$ cat config.mk
export PLATFORM = sky130hd
export DESIGN_NAME = voxel_dispatcher
export DESIGN_NICKNAME = d
export VERILOG_FILES = /design/src/rtl/voxel_gpu_pkg.sv /design/src/rtl/four_phase_req.sv /design/src/rtl/voxel_dispatcher.sv
export SDC_FILE = /design/constraint.sdc
export NUM_CORES = 1
export LEC_CHECK = 0
export ABC_AREA = 1
export BUFFER_PORTS_ARGS = -buffer_cell sky130_fd_sc_hd__buf_2
export CORE_ASPECT_RATIO = 1.1
export CORE_UTILIZATION = 55
export DETAILED_ROUTE_END_ITERATION = 8
export PLACE_DENSITY = 0.82
export SETUP_SLACK_MARGIN = 0.5
export SLEW_MARGIN = 20
export SYNTH_ARGS = -nofsm -noshare
export SYNTH_HDL_FRONTEND = slang
export SYNTH_SLANG_ARGS = --single-unit
export TNS_END_PERCENT = 10
$ cat constraint.sdc
create_clock -name clock -period 5.75 [get_ports clock]
set_clock_uncertainty 0.15 [all_clocks]
set_input_delay 0.2875 -clock clock [delete_from_list [all_inputs] [get_ports clock]]
set_output_delay 0.2875 -clock clock [all_outputs]
set_load 0.05 [all_outputs]
$ cat src/rtl/voxel_gpu_pkg.sv
// voxel_gpu_pkg
// Shared types for the voxel dispatcher slice:
//   - state_e : dispatcher frame sequencer states
//   - phase_e : phases of a four-phase request/done handshake
//   - voxel_t : voxel memory word, packed {id, z, y, x} (x in the low byte)
//   - fbAddrCalc : framebuffer linear address for a (row, col) pixel
package voxel_gpu_pkg;

  localparam int VOX_COORD_BITS   = 8;
  localparam int VOX_PALETTE_BITS = 8;

  typedef enum logic [3:0] {
    ST_IDLE      = 4'd0,
    ST_FETCH     = 4'd1,
    ST_LATCH     = 4'd2,
    ST_RAST_REQ  = 4'd3,
    ST_RAST_REL  = 4'd4,
    ST_SHADE_REQ = 4'd5,
    ST_SHADE_REL = 4'd6,
    ST_READ      = 4'd7,
    ST_WRITE     = 4'd8,
    ST_DONE      = 4'd9
  } state_e;

  typedef enum logic [1:0] {
    PH_IDLE = 2'd0,
    PH_REQ  = 2'd1,
    PH_REL  = 2'd2
  } phase_e;

  typedef struct packed {
    logic [VOX_PALETTE_BITS-1:0] id;
    logic [VOX_COORD_BITS-1:0]   z;
    logic [VOX_COORD_BITS-1:0]   y;
    logic [VOX_COORD_BITS-1:0]   x;
  } voxel_t;

  // Row-major pixel address; callers truncate to their framebuffer width.
  function automatic logic [31:0] fbAddrCalc(input logic [31:0] row,
                                             input logic [31:0] col,
                                             input logic [31:0] numCols);
    return row * numCols + col;
  endfunction

endpackage

$ cat src/rtl/four_phase_req.sv
// four_phase_req
// Drives one four-phase handshake: raises req_o the cycle after launch_i,
// drops it once done_i is seen high, then waits for done_i to fall before
// signalling completion. A done that is still high from an earlier request
// can never be mistaken for a fresh one because completion needs done low.
// Ports:
//   clock, reset : clock, asynchronous active-high reset
//   launch_i     : one-cycle pulse starting a request
//   done_i       : combined done from the responders
//   req_o        : registered request
//   ack_o        : high in the cycle the release phase sees done_i low
module four_phase_req
  import voxel_gpu_pkg::*;
(
  input  logic clock,
  input  logic reset,
  input  logic launch_i,
  input  logic done_i,
  output logic req_o,
  output logic ack_o
);

  phase_e phase_q, phase_d;
  logic   req_q;

  always_comb begin
    phase_d = phase_q;
    case (phase_q)
      PH_IDLE: if (launch_i) phase_d = PH_REQ;
      PH_REQ:  if (done_i)   phase_d = PH_REL;
      PH_REL:  if (!done_i)  phase_d = PH_IDLE;
      default: phase_d = PH_IDLE;
    endcase
  end

  // req follows the next phase so it rises together with the caller's
  // REQ state and falls the cycle done is first seen.
  always_ff @(posedge clock or posedge reset) begin
    if (reset) begin
      phase_q <= PH_IDLE;
      req_q   <= 1'b0;
    end else begin
      phase_q <= phase_d;
      req_q   <= (phase_d == PH_REQ);
    end
  end

  assign req_o = req_q;
  assign ack_o = (phase_q == PH_REL) && !done_i;

endmodule

$ cat src/rtl/voxel_dispatcher.sv
// voxel_dispatcher
// Frame sequencer in front of the pixel_shader array. On start it fetches
// each voxel from voxel memory, broadcasts it with a four-phase
// do_rasterize handshake, runs one do_shade handshake, then reads every
// (row, col) off the shared pixel bus into the framebuffer.
// Ports:
//   clock, reset                 : clock, asynchronous active-high reset
//   start, num_voxels            : frame start and voxel count (IDLE only)
//   vmem_rd/addr/rdata           : voxel memory, rdata valid 1 cycle after rd
//   voxel_x/y/z/id, do_rasterize : voxel broadcast and rasterize request
//   all_rasterizing_done         : AND of shader rasterizing_done
//   do_shade, all_shading_done   : shade request and AND of shading_done
//   row, col, pixel              : shared pixel bus
//   fb_we/addr/data, fb_ready    : framebuffer write port
//   busy, frame_done             : status
module voxel_dispatcher
  import voxel_gpu_pkg::*;
#(
  parameter int NUM_ROWS     = 16,
  parameter int NUM_COLS     = 16,
  parameter int ROW_BITS     = 8,
  parameter int COL_BITS     = 8,
  parameter int COORD_BITS   = VOX_COORD_BITS,
  parameter int PALETTE_BITS = VOX_PALETTE_BITS,
  parameter int PIXEL_BITS   = 8,
  parameter int VADDR_BITS   = 12,
  parameter int FB_ADDR_BITS = 16
) (
  input  logic                                 clock,
  input  logic                                 reset,
  input  logic                                 start,
  input  logic [VADDR_BITS:0]                  num_voxels,
  output logic                                 vmem_rd,
  output logic [VADDR_BITS-1:0]                vmem_addr,
  input  logic [3*COORD_BITS+PALETTE_BITS-1:0] vmem_rdata,
  output logic [COORD_BITS-1:0]                voxel_x,
  output logic [COORD_BITS-1:0]                voxel_y,
  output logic [COORD_BITS-1:0]                voxel_z,
  output logic [PALETTE_BITS-1:0]              voxel_id,
  output logic                                 do_rasterize,
  input  logic                                 all_rasterizing_done,
  output logic                                 do_shade,
  input  logic                                 all_shading_done,
  output logic [ROW_BITS-1:0]                  row,
  output logic [COL_BITS-1:0]                  col,
  input  logic [PIXEL_BITS-1:0]                pixel,
  output logic                                 fb_we,
  output logic [FB_ADDR_BITS-1:0]              fb_addr,
  output logic [PIXEL_BITS-1:0]                fb_data,
  input  logic                                 fb_ready,
  output logic                                 busy,
  output logic                                 frame_done
);

  localparam logic [ROW_BITS-1:0] LAST_ROW = ROW_BITS'(NUM_ROWS - 1);
  localparam logic [COL_BITS-1:0] LAST_COL = COL_BITS'(NUM_COLS - 1);

  state_e                  state_q, state_d;
  logic [VADDR_BITS:0]     numVoxels_q, numVoxels_d;
  logic [VADDR_BITS:0]     index_q, index_d;
  logic [ROW_BITS-1:0]     row_q, row_d;
  logic [COL_BITS-1:0]     col_q, col_d;
  logic                    vmemRd_q;
  logic [VADDR_BITS-1:0]   vmemAddr_q;
  voxel_t                  voxel_q;
  voxel_t                  rdVoxel;
  logic                    fbWe_q;
  logic [FB_ADDR_BITS-1:0] fbAddr_q;
  logic [FB_ADDR_BITS-1:0] fbAddrNext;
  logic [PIXEL_BITS-1:0]   fbData_q;
  logic                    busy_q;
  logic                    frameDone_q;
  logic                    rastLaunch, rastAck;
  logic                    shadeLaunch, shadeAck;

  assign rdVoxel    = vmem_rdata;
  assign fbAddrNext = FB_ADDR_BITS'(fbAddrCalc(32'(row_q), 32'(col_q), 32'(NUM_COLS)));

  // Handshakes launch on entry to their REQ state, from whichever state.
  assign rastLaunch  = (state_q != ST_RAST_REQ)  && (state_d == ST_RAST_REQ);
  assign shadeLaunch = (state_q != ST_SHADE_REQ) && (state_d == ST_SHADE_REQ);

  four_phase_req u_rastReq (
    .clock    (clock),
    .reset    (reset),
    .launch_i (rastLaunch),
    .done_i   (all_rasterizing_done),
    .req_o    (do_rasterize),
    .ack_o    (rastAck)
  );

  four_phase_req u_shadeReq (
    .clock    (clock),
    .reset    (reset),
    .launch_i (shadeLaunch),
    .done_i   (all_shading_done),
    .req_o    (do_shade),
    .ack_o    (shadeAck)
  );

  always_comb begin
    state_d     = state_q;
    numVoxels_d = numVoxels_q;
    index_d     = index_q;
    row_d       = row_q;
    col_d       = col_q;
    case (state_q)
      ST_IDLE: begin
        if (start) begin
          numVoxels_d = num_voxels;
          index_d     = '0;
          state_d     = (num_voxels == '0) ? ST_SHADE_REQ : ST_FETCH;
        end
      end
      ST_FETCH:     state_d = ST_LATCH;
      ST_LATCH:     state_d = ST_RAST_REQ;
      ST_RAST_REQ:  if (all_rasterizing_done) state_d = ST_RAST_REL;
      ST_RAST_REL: begin
        if (rastAck) begin
          index_d = index_q + 1'b1;
          state_d = (index_d == numVoxels_q) ? ST_SHADE_REQ : ST_FETCH;
        end
      end
      ST_SHADE_REQ: if (all_shading_done) state_d = ST_SHADE_REL;
      ST_SHADE_REL: begin
        if (shadeAck) begin
          row_d   = '0;
          col_d   = '0;
          state_d = ST_READ;
        end
      end
      ST_READ:      state_d = ST_WRITE;
      ST_WRITE: begin
        if (fb_ready) begin
          state_d = ST_READ;
          if (col_q == LAST_COL) begin
            col_d = '0;
            if (row_q == LAST_ROW) begin
              row_d   = '0;
              state_d = ST_DONE;
            end else begin
              row_d = row_q + 1'b1;
            end
          end else begin
            col_d = col_q + 1'b1;
          end
        end
      end
      ST_DONE:      state_d = ST_IDLE;
      default:      state_d = ST_IDLE;
    endcase
  end

  // Every output is registered; strobes are derived from the next state so
  // they line up with the state they belong to.
  always_ff @(posedge clock or posedge reset) begin
    if (reset) begin
      state_q     <= ST_IDLE;
      numVoxels_q <= '0;
      index_q     <= '0;
      row_q       <= '0;
      col_q       <= '0;
      vmemRd_q    <= 1'b0;
      vmemAddr_q  <= '0;
      voxel_q     <= '0;
      fbWe_q      <= 1'b0;
      fbAddr_q    <= '0;
      fbData_q    <= '0;
      busy_q      <= 1'b0;
      frameDone_q <= 1'b0;
    end else begin
      state_q     <= state_d;
      numVoxels_q <= numVoxels_d;
      index_q     <= index_d;
      row_q       <= row_d;
      col_q       <= col_d;
      vmemRd_q    <= (state_d == ST_FETCH);
      if (state_d == ST_FETCH) vmemAddr_q <= index_d[VADDR_BITS-1:0];
      if (state_q == ST_LATCH) voxel_q <= rdVoxel;
      if (state_q == ST_READ) begin
        fbData_q <= pixel;
        fbAddr_q <= fbAddrNext;
      end
      fbWe_q      <= (state_d == ST_WRITE);
      busy_q      <= (state_d != ST_IDLE);
      frameDone_q <= (state_d == ST_DONE);
    end
  end

  assign vmem_rd    = vmemRd_q;
  assign vmem_addr  = vmemAddr_q;
  assign voxel_x    = voxel_q.x;
  assign voxel_y    = voxel_q.y;
  assign voxel_z    = voxel_q.z;
  assign voxel_id   = voxel_q.id;
  assign row        = row_q;
  assign col        = col_q;
  assign fb_we      = fbWe_q;
  assign fb_addr    = fbAddr_q;
  assign fb_data    = fbData_q;
  assign busy       = busy_q;
  assign frame_done = frameDone_q;

endmodule

# --- Word level (Yosys, flattened, before mapping) ---
# Cells that the tools add are included.
word_totals:
  ff_bits: 124
  out_inout_bits: 90
op_classes:
  n_eq_ne: 29
  n_mux: 30
  addsub: 4
  reduce_logical: 17
ops:
  columns: ["op", "count"]
  rows:
  - ["$mux 8", 6]
  - ["$pmux 4 s9", 1]
  - ["$mux 4", 8]
  - ["$pmux 8 s2", 2]
  - ["$mux 13", 2]
  - ["$pmux 13 s2", 1]
  - ["$eq 4x3->1 const B", 5]
  - ["$add 8x1->8 const B", 2]
  - ["$eq 8x4->1 const B", 2]
  - ["$add 12x8->13", 1]
  - ["$add 13x1->13 const B", 1]
  - ["$eq 13x13->1", 1]
  - ["$logic_not 13->1", 1]
  - ["$eq 4x2->1 const B", 3]
  - ["$eq 4x4->1 const B", 3]
  - ["$mux 2", 6]
  - ["$pmux 2 s3", 2]
  - ["$ne 2x2->1 const B", 5]
  - ["$eq 2x1->1 const B", 4]
  - ["$eq 4x1->1 const B", 2]
  - ["$mux 3", 2]
  - ["$reduce_and 3->1", 2]
  - ["$eq 2x2->1 const B", 2]
  - ["$logic_and 1x1->1", 4]
  - ["9 further kinds", 12]

# --- Depth between registers and ports, before layout ---
logic_depth:
  depth_word: 10
  depth_mapped: 16
  ltp_nobuf: 15

# --- By module ---
# A second synthesis with hierarchy kept.
hier_totals:
  cells_unflattened: 720
  area_unflattened_um2: 5814.3
by_module_without_submodules:
  columns: ["mod", "area_per_inst_um2", "instances", "seq_area_each_um2", "cells_each"]
  rows:
  - ["voxel_dispatcher", 5566.6, 1, 2877.8, 690]
  - ["four_phase_req", 123.9, 2, 75.1, 15]

# --- Worst setup path before layout ---
# OpenSTA, ideal clock, no wires.
synth_path:
  path_type: "register -> register"
  startpoint: "reg row_q[1] (netlist: row[1])"
  endpoint: "reg vmemAddr_q[6] (netlist: vmem_addr[6])"
  path_slack_ps: 3410
  arrival_ps: 2072
  path_stages_with_launch: 14
  cell_sequence: "dfrtp_1 -> ha_1 -> nand2_1 -> nor2_1 -> nand4_1 -> nor2_1 -> nand2_1 -> nand2_1 -> nand2_2 -> nor2_4 -> nand4_4 -> buf_6 -> nand2_1 -> nand2_1"
synth_between:
  elab_chain_cells: 6
synth_lines:
  columns: ["item", "line_no", "rtl"]
  rows:
  - ["start: declaration", "voxel_dispatcher.sv:61", "logic [ROW_BITS-1:0] row_q, row_d;"]
  - ["start signal: assignment", "voxel_dispatcher.sv:175", "row_q <= row_d;"]
  - ["$eq 8x4->1", "voxel_dispatcher.sv:138", "if (row_q == LAST_ROW) begin"]
  - ["$mux 4", "voxel_dispatcher.sv:138", null]
  - ["$mux 4", "voxel_dispatcher.sv:136", "if (col_q == LAST_COL) begin"]
  - ["$mux 4", "voxel_dispatcher.sv:134", "if (fb_ready) begin"]
  - ["$pmux 4 s9", "voxel_dispatcher.sv:107", "case (state_q)"]
  - ["named net state_d[1]", "voxel_dispatcher.sv:58", "state_e state_q, state_d;"]
  - ["$eq 4x1->1", "voxel_dispatcher.sv:178", "if (state_d == ST_FETCH) vmemAddr_q <= index_d[VADDR_BITS-1:0];"]
  - ["end signal: assignment", "voxel_dispatcher.sv:178", null]
  - ["end: declaration", "voxel_dispatcher.sv:64", "logic [VADDR_BITS-1:0] vmemAddr_q;"]
# The timed path passes the listed nets, and every way through them passes these cells.
# A chain may end at the register's enable or synchronous reset.

# --- Worst setup path after layout ---
layout_path:
  startpoint: "reg state_q[3]"
  endpoint: "reg vmemAddr_q[3] (netlist: vmem_addr[3])"
layout_between:
  elab_chain_cells: 3
  elab_cells_between_ends: 18
  classes_between: "eq/ne: 9; mux: 8; reduce/logical: 1"
layout_lines:
  columns: ["item", "line_no", "rtl"]
  rows:
  - ["start: declaration", "voxel_dispatcher.sv:58", null]
  - ["start signal: assignment", "voxel_dispatcher.sv:172", "state_q <= state_d;"]
  - ["$eq 4x4->1, or another cell as far along", "voxel_dispatcher.sv:107", null]
  - ["$pmux 4 s9", "voxel_dispatcher.sv:107", null]
  - ["$eq 4x1->1", "voxel_dispatcher.sv:178", null]
# Parallel ways exist; a longest one is shown, timed or not.

==> flow_summary.json <==
{
  "cp-end-kind": "register",
  "antenna_cells": 0,
  "grt_pass1_vias": 5270,
  "dp_hpwl_um": 10050,
  "synthCells": 638,
  "grt_max_degree": 75,
  "postRouteAntennaNets": 0,
  "total_power_w": 0.004765,
  "rsz0062_at_grt": "no",
  "pwr_density_cell_nw_per_um2": 616.9,
  "routabilityCongestion": 0.9462,
  "vias": 5243,
  "regArea_um2": 3028,
  "yosys-top-cells-area": "dfrtp_1 52%, nand2_1 10%, mux2_2 7.2%, inv_1 4.2%, nor2_1 3.0%",
  "clock_sinks": 121,
  "cts_tree": "done",
  "postRouteWirelength_um": 15220,
  "met1_length_um": 6154,
  "die-area_um2": 10970,
  "die_h_um": 109.7,
  "status": "finished clean",
  "antenna_found_initial": 0,
  "grt_use_total_pct": 29.02,
  "dr.first_iter.drc_count": 390,
  "netlist_area_um2": 5804,
  "dominantRegCellSynth": "dfrtp_1",
  "synth_edf_count": 0,
  "dr.pass1.iters": 4,
  "io_pins": 149,
  "dieWidth_um": 99.95,
  "grt_pass1_wl_um": 24370,
  "portBuffers": 145,
  "multi_input_area_um2": 2390,
  "p_leak_nw": 3.902,
  "routed-wl-met2_um": 7728,
  "tns_ns": 0,
  "ys_ff_latch": 121,
  "fin_cells": 995,
  "critPathKind": "reg2reg",
  "area_growth_syn_to_layout_pct": 33.07,
  "setup_viol": 0,
  "max_freq_mhz": 412.5,
  "hold_viol_final": 0,
  "dpl.cell_count": 908,
  "ir_drop_uv": 454.0,
  "ys.warnings.count": 0,
  "crit_arrival_ns": 2.68,
  "synth-async-reset-ratio_pct": 100.0,
  "numCtsBuffers": 17,
  "worstHoldPathType": "in2reg",
  "worstMarginPinSlew_ns": 0.9217,
  "seq_area_frac_synth_pct": 52.17,
  "startpoint_type": "register",
  "clkLatencyLatePin_ns": 0.52,
  "cts_buffer_depth": 2,
  "n_fill_cell": 704,
  "highest_layer": "met4",
  "synth_top_area_share_pct": 52.17,
  "routedWlPerCell_um": 15.30,
  "synth_cell_type_count": 41,
  "final_nets": 909,
  "clockRootBuffer": "clkbuf_8",
  "slew_violations": 0,
  "final_layout_size_suffix_gt1_share_pct": 29.12,
  "htreeDepth": 4,
  "whs_ns": 0.02131,
  "clk_pin_slew_ns": 0.06,
  "coreArea_um2": 10080,
  "cap_violations": 0,
  "drt-vias-per-instance": 5.269,
  "drc_errors": 0,
  "post-route-period-util_pct": 42.16,
  "synth_top_cell_by_area": "dfrtp_1",
  "grt-ovfl-total": 0,
  "syn_avg_cell_area_um2": 9.098,
  "wl_met3_um": 991,
  "critPathMaxFanout": 22,
  "num_rows": 38,
  "required_ns": 6.01,
  "initial_core_util_pct": 57.58,
  "fin_crit_ns": 2.424,
  "relSlewSlack_pct": 38.55
}
report_power, final:
part | internal [W] | total [W] | switching (W)
combinational | 0.000635 | 0.00233 | 0.00170
sequential | 0.00120 | 0.00143 | 0.000232
clock | 0.000636 | 0.00100 | 0.000368
synth_stat cells (4+ instances only):
cell	number
a21oi_1	19
buf_4	9
nand2_1	156
nor2_2	7
inv_2	6
nand2_2	10
clkbuf_1	4
nor3_1	10
inv_1	65
nor2_4	4
o22ai_1	11
buf_2	6
dfrtp_1	121
mux2_2	37
ha_1	7
nand3b_1	4
nor2_1	46
nor4_1	4
o31ai_1	4
o21ai_1	4
nand4_1	19
o21ai_0	27
nand3_1	34
state kept, by name, summed over array words and instances, names as in the netlist, 12 cells and up:
signal,flops
fb_addr,13
index_q,13
numVoxels_q,13
vmem_addr,12
critical path, stage by stage, from the launching register on:
cell	delay [ns]
dfrtp_1	0.44
nor2_1	0.24
nand3_1	0.12
buf_4	0.22
nand2_2	0.26
nor3_2	0.12
nor2_4	0.30
nand4_4	0.25
nand2_1	0.15
nand2_1	0.06
kinds of logic after synthesis:
kind of cell	share of synthesized area, %
buffers and inverters	6.790
XOR/XNOR	0.6037
AND/OR/NAND/NOR	23.71
adder cells (fa/ha/maj)	1.854
other	0.06461
AO/OA/AOI/OAI	7.631
multiplexers	7.178
flip-flops	52.17
per-stage QoR:
| step | utilization [%] | area (um2) | worst slack [ns] |
|---|---|---|---|
| floorplan | - | 5812 | 2.098 |
| global placement | 65.65 | 6618 | 3.522 |
| detailed placement | 65.65 | 6618 | 3.405 |
| CTS | 76.63 | 7724 | 3.389 |
| global route | 76.63 | 7724 | 3.136 |
| finish | 76.63 | 7724 | 3.326 |
timing repair:
action,in CTS,in global routing
setup buffers,0,0
resized for setup,0,0
hold endpoints to repair,103,0
hold buffers,55,0
per-layer routing:
metal,GRT usage (%),vias up
met1,33.90,2480
li1,-,2509
met4,12.71,0
met3,7.120,36
met5,0,-
met2,50.94,218
path summary, 6_finish.rpt:
check / end / slack, ns / cells past startpoint / startpoint
min in group asynchronous: voxel_id[0] / 0.25 / 3 / reset
worst max-delay path: vmem_addr[3] / 3.33 / 9 / state_q[3]
worst max register to register: vmem_addr[3] / 3.33 / 9 / state_q[3]
worst min register to register: fb_addr[4] / 0.31 / 2 / fb_addr[4]
max in group asynchronous: fb_data[1] / 3.85 / 4 / reset
worst min-delay path: u_rastReq.req_o / 0.02 / 4 / all_rasterizing_done
layout make-up:
type / instances / area share, %
flip-flops and latches: 121 / 39.20
multi-input cells: 427 / 30.94
repair buffers: 204 / 16.91
clock buffers: 24 / 5.961
inverters: 71 / 3.483
well taps: 140 / 2.268
clock inverters: 8 / 1.231
cell usage in the layout (no fill, tap or decap), drive strengths merged, types with 24 or more instances in the layout:
cell type,netlist,routed
nand2,166,166
clkbuf,4,24
mux2,37,37
nand3,35,35
o21ai,32,32
dlygate4sd3,0,55
buf,17,149
dfrtp,121,121
inv,71,71
nor2,57,57
Power figures use the tool's default switching activity.
